## src/rtl/run_monitor.sv

```systemverilog
// run_monitor: run controller and monitor for one or more single-cycle RISC-V cores.
// A start pulse arms a run. The block latches each core's halt, counts each core's
// execution cycles and the total RUN cycles, and reports DONE once every core has
// halted. It reports TIMEOUT if the watchdog expires first.
//
// Optional feature: define RUN_MON_SIG_EN to build per-core PC signature registers.
// When it is undefined, o_sig is tied to zero and no signature registers exist.
//
// Ports:
//   i_clk          clock; all state changes on its rising edge
//   i_rst          synchronous, active-high reset
//   i_start        1-cycle pulse; arms a run from IDLE, DONE or TOUT
//   i_halt         per-core halt flag, bit i belongs to core i
//   i_pc           per-core PC, core i at [i*PC_W +: PC_W]
//   o_busy         1 while in RUN
//   o_done         1 while in DONE
//   o_timeout      1 while in TOUT
//   o_halted_mask  sticky per-core halt latches
//   o_cycles       per-core cycle counts, core i at [i*CNT_W +: CNT_W]
//   o_total_cycles RUN cycles elapsed in the current or last run
//   o_sig          per-core PC signature, core i at [i*PC_W +: PC_W]
module run_monitor #(
    parameter int unsigned NUM_CORES = 1,
    parameter int unsigned CNT_W     = 32,
    parameter int unsigned TIMEOUT   = 100000,
    parameter int unsigned PC_W      = 32
) (
    input  logic                       i_clk,
    input  logic                       i_rst,
    input  logic                       i_start,
    input  logic [NUM_CORES-1:0]       i_halt,
    input  logic [NUM_CORES*PC_W-1:0]  i_pc,
    output logic                       o_busy,
    output logic                       o_done,
    output logic                       o_timeout,
    output logic [NUM_CORES-1:0]       o_halted_mask,
    output logic [NUM_CORES*CNT_W-1:0] o_cycles,
    output logic [CNT_W-1:0]           o_total_cycles,
    output logic [NUM_CORES*PC_W-1:0]  o_sig
);

    typedef enum logic [1:0] {S_IDLE, S_RUN, S_DONE, S_TOUT} state_t;

    localparam logic [CNT_W-1:0] L_CNT_MAX   = '1;
    // total_cycles value at which the next RUN edge reaches the watchdog limit
    localparam logic [CNT_W-1:0] L_TOUT_LAST = CNT_W'(TIMEOUT - 1);

    state_t                     r_state;
    logic                       r_busy;
    logic                       r_done;
    logic                       r_timeout;
    logic [NUM_CORES-1:0]       r_mask;
    logic [NUM_CORES*CNT_W-1:0] r_cycles;
    logic [CNT_W-1:0]           r_total;

    logic w_all_halted;
    logic w_tout_hit;

    // Halts arriving this cycle count toward completion, so DONE beats the watchdog.
    assign w_all_halted = &(r_mask | i_halt);
    assign w_tout_hit   = (r_total == L_TOUT_LAST);

`ifdef RUN_MON_SIG_EN
    logic [NUM_CORES*PC_W-1:0] r_sig;
`endif

    // Run FSM plus per-core latches and counters.
    always_ff @(posedge i_clk) begin
        if (i_rst) begin
            r_state   <= S_IDLE;
            r_busy    <= 1'b0;
            r_done    <= 1'b0;
            r_timeout <= 1'b0;
            r_mask    <= '0;
            r_cycles  <= '0;
            r_total   <= '0;
`ifdef RUN_MON_SIG_EN
            r_sig     <= '0;
`endif
        end else begin
            case (r_state)
                S_IDLE, S_DONE, S_TOUT: begin
                    // Arm or re-arm; results hold until start arrives.
                    if (i_start) begin
                        r_state   <= S_RUN;
                        r_busy    <= 1'b1;
                        r_done    <= 1'b0;
                        r_timeout <= 1'b0;
                        r_mask    <= '0;
                        r_cycles  <= '0;
                        r_total   <= '0;
`ifdef RUN_MON_SIG_EN
                        r_sig     <= '0;
`endif
                    end
                end
                S_RUN: begin
                    if (r_total != L_CNT_MAX) begin
                        r_total <= r_total + CNT_W'(1);
                    end
                    for (int unsigned i = 0; i < NUM_CORES; i++) begin
                        if (!r_mask[i]) begin
                            if (i_halt[i]) begin
                                r_mask[i] <= 1'b1;
                            end else begin
                                if (r_cycles[i*CNT_W +: CNT_W] != L_CNT_MAX) begin
                                    r_cycles[i*CNT_W +: CNT_W] <=
                                        r_cycles[i*CNT_W +: CNT_W] + CNT_W'(1);
                                end
`ifdef RUN_MON_SIG_EN
                                // Rotate left by one, then fold in the current PC.
                                r_sig[i*PC_W +: PC_W] <=
                                    {r_sig[i*PC_W +: PC_W-1], r_sig[i*PC_W + PC_W-1]}
                                    ^ i_pc[i*PC_W +: PC_W];
`endif
                            end
                        end
                    end
                    if (w_all_halted) begin
                        r_state <= S_DONE;
                        r_busy  <= 1'b0;
                        r_done  <= 1'b1;
                    end else if (w_tout_hit) begin
                        r_state   <= S_TOUT;
                        r_busy    <= 1'b0;
                        r_timeout <= 1'b1;
                    end
                end
                default: begin
                    r_state <= S_IDLE;
                    r_busy  <= 1'b0;
                end
            endcase
        end
    end

    assign o_busy         = r_busy;
    assign o_done         = r_done;
    assign o_timeout      = r_timeout;
    assign o_halted_mask  = r_mask;
    assign o_cycles       = r_cycles;
    assign o_total_cycles = r_total;

`ifdef RUN_MON_SIG_EN
    assign o_sig = r_sig;
`else
    // PCs are only consumed by the signature logic.
    logic w_pc_unused;
    assign w_pc_unused = ^i_pc;
    assign o_sig       = '0;
`endif

endmodule
```

## config.mk

```make
export PLATFORM = sky130hd
export DESIGN_NAME = run_monitor
export DESIGN_NICKNAME = d
export VERILOG_FILES = /design/src/rtl/run_monitor.sv
export SDC_FILE = /design/constraint.sdc
export NUM_CORES = 1
export LEC_CHECK = 0
export ABC_AREA = 1
export ABC_CLOCK_PERIOD_IN_PS = 4400
export CAP_MARGIN = 20
export CORE_MARGIN = 2
export CORE_UTILIZATION = 53
export CTS_CLUSTER_SIZE = 30
export DETAILED_ROUTE_END_ITERATION = 8
export PLACE_DENSITY = 0.92
export SLEW_MARGIN = 20
export SYNTH_ARGS = -nofsm -noshare
export SYNTH_HDL_FRONTEND = slang
export SYNTH_SLANG_ARGS = --single-unit
```

## constraint.sdc

```tcl
create_clock -name i_clk -period 4.4 [get_ports i_clk]
set_clock_uncertainty 0.15 [all_clocks]
set_input_delay 0.88 -clock i_clk [delete_from_list [all_inputs] [get_ports i_clk]]
set_output_delay 0.88 -clock i_clk [all_outputs]
set_load 0.01 [all_outputs]
```

# Word-level counts from Yosys, hierarchy flattened
# Cells that the tools add are included.
[classes] bitwise_logic=1 n_addsub=2 eq_ne=15 mux=24 reduce_logical=7
[op_table] op="32-bit 2-to-1 mux" count=5
[op_table] op="32-bit case mux with 2 select lines" count=2
[op_table] op="32-bit by 1-bit adder with 32-bit output, second input constant" count=2
[op_table] op="32-bit != test, second input constant" count=2
[op_table] op="32-bit by 17-bit == test with 1-bit output, second input constant" count=1
[op_table] op="2-bit != test, second input constant" count=8
[op_table] op="1-bit 2-to-1 mux" count=9
[op_table] op="1-bit case mux with 2 select lines" count=4
[op_table] op="2-bit 2-to-1 mux" count=3
[op_table] op="2-bit AND reduction" count=3
[op_table] op="2-bit == test, second input constant" count=2
[op_table] op="2-bit case mux with 2 select lines" count=1
[op_table] op="4-bit AND reduction" count=1
[op_table] op="3-bit != test, second input constant" count=1
[op_table] op="3-bit AND reduction" count=1
[op_table] op="3-bit OR reduction" count=1
[op_table] op="2-bit by 1-bit == test with 1-bit output, second input constant" count=1
[op_table] op="2-bit zero test" count=1
[op_table] op="1-bit bitwise OR" count=1
[totals] out_inout_bits=100 reg_bits=70 input_bits=36 wordCells=56

# Longest topological paths before layout
[depth] word_depth=5 depth_mapped=12 ltp_nobuf=11

# Worst setup path after synthesis
# No wires, ideal clock.
[synth_timing] kind="input port to flip-flop" from="in i_halt" to="reg r_cycles[26] (netlist: o_cycles[26])" path_slack_ns=2.354 path_buffers=1 cell_stages=8 t_required_ns=4.193 arrival_time_ns=1.839 path_cell_list="nor2_1 -> inv_1 -> nor2_1 -> nand3_1 -> buf_2 -> o21ai_0 -> nand2_1 -> inv_1"
[synth_between] elab_chain_len=2
[synth_lines] item="start: declaration" line="31" text="input logic [NUM_CORES-1:0] i_halt,"
[synth_lines] item="2-bit != test (no line)"
[synth_lines] item="4-bit AND reduction (no line)"
[synth_lines] item="end signal: indexed assignment" line="107" text="r_cycles[i*CNT_W +: CNT_W] <="
[synth_lines] item="end: declaration" line="53" text="logic [NUM_CORES*CNT_W-1:0] r_cycles;"
# Every way passes these cells.
# A chain may end at the register's enable or synchronous reset.

# Final worst setup path
[layout_timing] from="in i_halt" to="reg r_cycles[16] (netlist: o_cycles[16])"
# Same word-level chain as after synthesis.

==> results.md <==
* Antenna-violating nets left at 0
* Core Region at 0.00906 mm2
* Syn avg cell area at 5.70 um2
* I/O Buffers at 71
* Largest net degree at the start of global routing at 35
* Layout cell share with drive strength beyond 1 at 0.0444
* Lkg Pwr at 2.18 nW
* Arr. time, crit path at 2.75 ns
* CP peak stage delay at 0.45 ns
* Slowest CP cell: nand2_2
* Setup Viol. Count Final at 0
* Cell Area, Synth at 0.00488 mm2
* CTS tree: done
* Die H at between 90 and 100 um
* Post-CTS setup buffer count at 0
* Num CTS Buffers at 9
* Leading cell type in the layout, fill and taps excluded: nand2_1
* Max_slew headroom at 0.637
* Most frequent cells in the layout: nand2_1, nor2_1, inv_1
* Worst skew pair latency at 0.37 ns
* Routed wire length at 13.2 mm
* Register area share after synthesis at 0.287
* DRC viols at 0
* Final std cells w/o fill at between 1,000 and 1,500
* Worst vdd rail ir drop at 129 uV
* CTS HTree Levels at 3
* First-pass detailed-route iteration total at 5
* Root Buffer: clkbuf_8
* Async SR Flop Fraction at 0
* Total Nets Final at approximately 960
* Cells after DPL at 1,018
* Fill cells at 856
* Yosys warns at 0
* Longest Clk Path Bufs at 2
* Drt wl/cell at 12.7 um
* Post-synthesis cell count at 855
* Crit-path cells: clkdlybuf4s50_1, nor2_1, inv_1, nor2_1, nand2_4, nand2_2, o21ai_0, nand2_1, nor2_1
* Inserted Diodes at 0
* Final hold slack at 0.313 ns
* CTS sink cnt at 70
* Hold bufs inserted after CTS at 0
* Crit Path Class: in -> reg
* GR Util All Layers at 0.272
* Ports at 136
* Worst Tran Pin Value at 0.542 ns
* Max Cap Violations at 0
* Horiz. Die Dim at 99.9 um
* Family with the most delay on the worst path: simple AND/OR/NAND/NOR gates
* DR iter-0 viols at between 300 and 400
* Worst EP required at 4.51 ns
* Hold Path Class: reg -> reg
* Via/cell ratio at 5.22
* Unrepaired setup endpoints after global routing: false
* Starting Density at 0.538
* CP startpoint kind: input port
* Synth cell types at 30
* Cell mode on critical path: nor2_1
* Initial antenna violation count at 0
* GRT overflow at 0
* Final-report hold violation count at 0
* Row count at 35
* Crit path buf inv count at 2
* Worst Setup End Kind: flip-flop
* DIE AREA at 0.00999 mm2
* Reg clk slew, reported paths at around 0.07 ns
* Post-DP HPWL at around 9.4 mm
* Gpl congestion at roughly 0.95
* Post-synth EDFFs at 0
* Max Fclk at roughly 0.38 GHz
* Fin crit period at ~2.6 ns
* First-pass GRT wire length at approximately 22 mm
* Vias in the first global route at 4,972
* Top FF cell, synth: dfxtp_1
* Area grow syn2layout at 18.4%
* Number of gates resized after CTS at 0
* Vias at 5,400
* Pins over their slew limit at 0
* Setup Total Neg Slack at 0 ns
* Outcome: completed
* Fin crit share at 0.601
* Worst Path Max Fanout at 29
* Flops & latches, synth at 70
* Pwr dens at 252 mW/mm2
==> kinds of logic after synthesis <==
| logic type | share of synthesized area |
|---|---|
| XOR/XNOR | 0.0144 |
| other | 0.000769 |
| AO/OA/AOI/OAI | 0.0831 |
| flip-flops | 0.287 |
| adder cells (fa/ha/maj) | 0.00513 |
| buffers and inverters | 0.140 |
| AND/OR/NAND/NOR | 0.470 |
==> layer usage <==
metal	wire, um	track usage	vias to the layer above
met1	5410	0.328	2389
met3	1150	0.0474	40
met4	514	0.138	0
met5	0	0	-
met2	6080	0.468	249
li1	-	-	2722
==> flip-flops by register name, indices dropped and copies added (netlist names) <==
| register | cells |
|---|---|
| o_cycles | 32 |
| o_total_cycles | 32 |
| r_state | 2 |
| o_busy | 1 |
| o_done | 1 |
| o_halted_mask | 1 |
| o_timeout | 1 |
==> synth_stat cells, types with 2 or more instances <==
master	n	area share
a21oi_1	55	0.056
and2_1	2	0.0026
buf_1	2	0.0015
buf_2	4	0.0041
buf_4	32	0.049
buf_6	4	0.0092
clkbuf_1	12	0.0092
clkinv_1	2	0.0015
dfxtp_1	70	0.29
ha_1	2	0.0051
inv_1	83	0.064
nand2_1	306	0.24
nand2_2	5	0.0064
nand2_4	2	0.0046
nand3_1	78	0.080
nand4_1	4	0.0051
nor2_1	141	0.11
nor2_2	5	0.0064
nor2_4	3	0.0069
nor3_1	3	0.0031
o21ai_0	20	0.021
o21bai_1	3	0.0046
or2_2	3	0.0038
xor2_1	8	0.014
==> per-stage QoR <==
stage / util / total power, mW / cell area [um2] / setup WS [ns]
2_1_floorplan: - / 0.794 / 4990 / 2.35
3_3_place_gp: 0.609 / 0.805 / 5520 / 1.45
3_5_place_dp: 0.609 / 0.807 / 5520 / 1.42
4_1_cts: 0.637 / 1.45 / 5780 / 1.80
5_1_grt: 0.637 / 1.50 / 5780 / 1.63
6_report: 0.637 / 1.45 / 5780 / 1.76
==> worst reg2reg max path, cell delays in order (launching register included) <==
cell	delay, ns
dfxtp_1	0.42
ha_1	0.26
nand2_2	0.10
nor2_4	0.16
nand2_2	0.12
nor2_4	0.20
nand2_2	0.10
nand2_4	0.19
nand2_2	0.37
nand2_1	0.20
nand2_1	0.07
nor2_1	0.13
==> path summary, 6_finish.rpt <==
| path | startpoint | cells past startpoint | slack [ns] | endpoint |
|---|---|---|---|---|
| worst min-delay path | r_state[0] | 2 | 0.31 | r_state[0] |
| worst min register to register | r_state[0] | 2 | 0.31 | r_state[0] |
| worst max-delay path | i_halt | 9 | 1.76 | o_cycles[16] |
| worst max register to register | o_cycles[0] | 11 | 1.89 | o_cycles[21] |
==> power breakdown <==
group / leakage (nW) / total [mW] / internal, mW / switching [mW]
clock network: 0.129 / 0.659 / 0.397 / 0.262
logic: 1.49 / 0.145 / 0.0405 / 0.104
registers: 0.566 / 0.650 / 0.641 / 0.00871
==> area by class of cell <==
type / count / area (um2) / area share
timing repair buffer: 75 / 741 / 0.128
multi-input combinational: 676 / 2920 / 0.505
inverter: 86 / 323 / 0.0559
clock inverter: 2 / 60.1 / 0.0104
sequential: 70 / 1400 / 0.243
clock buffer: 14 / 193 / 0.0334
tap: 111 / 139 / 0.0240
(Power assumes the default switching activity.)
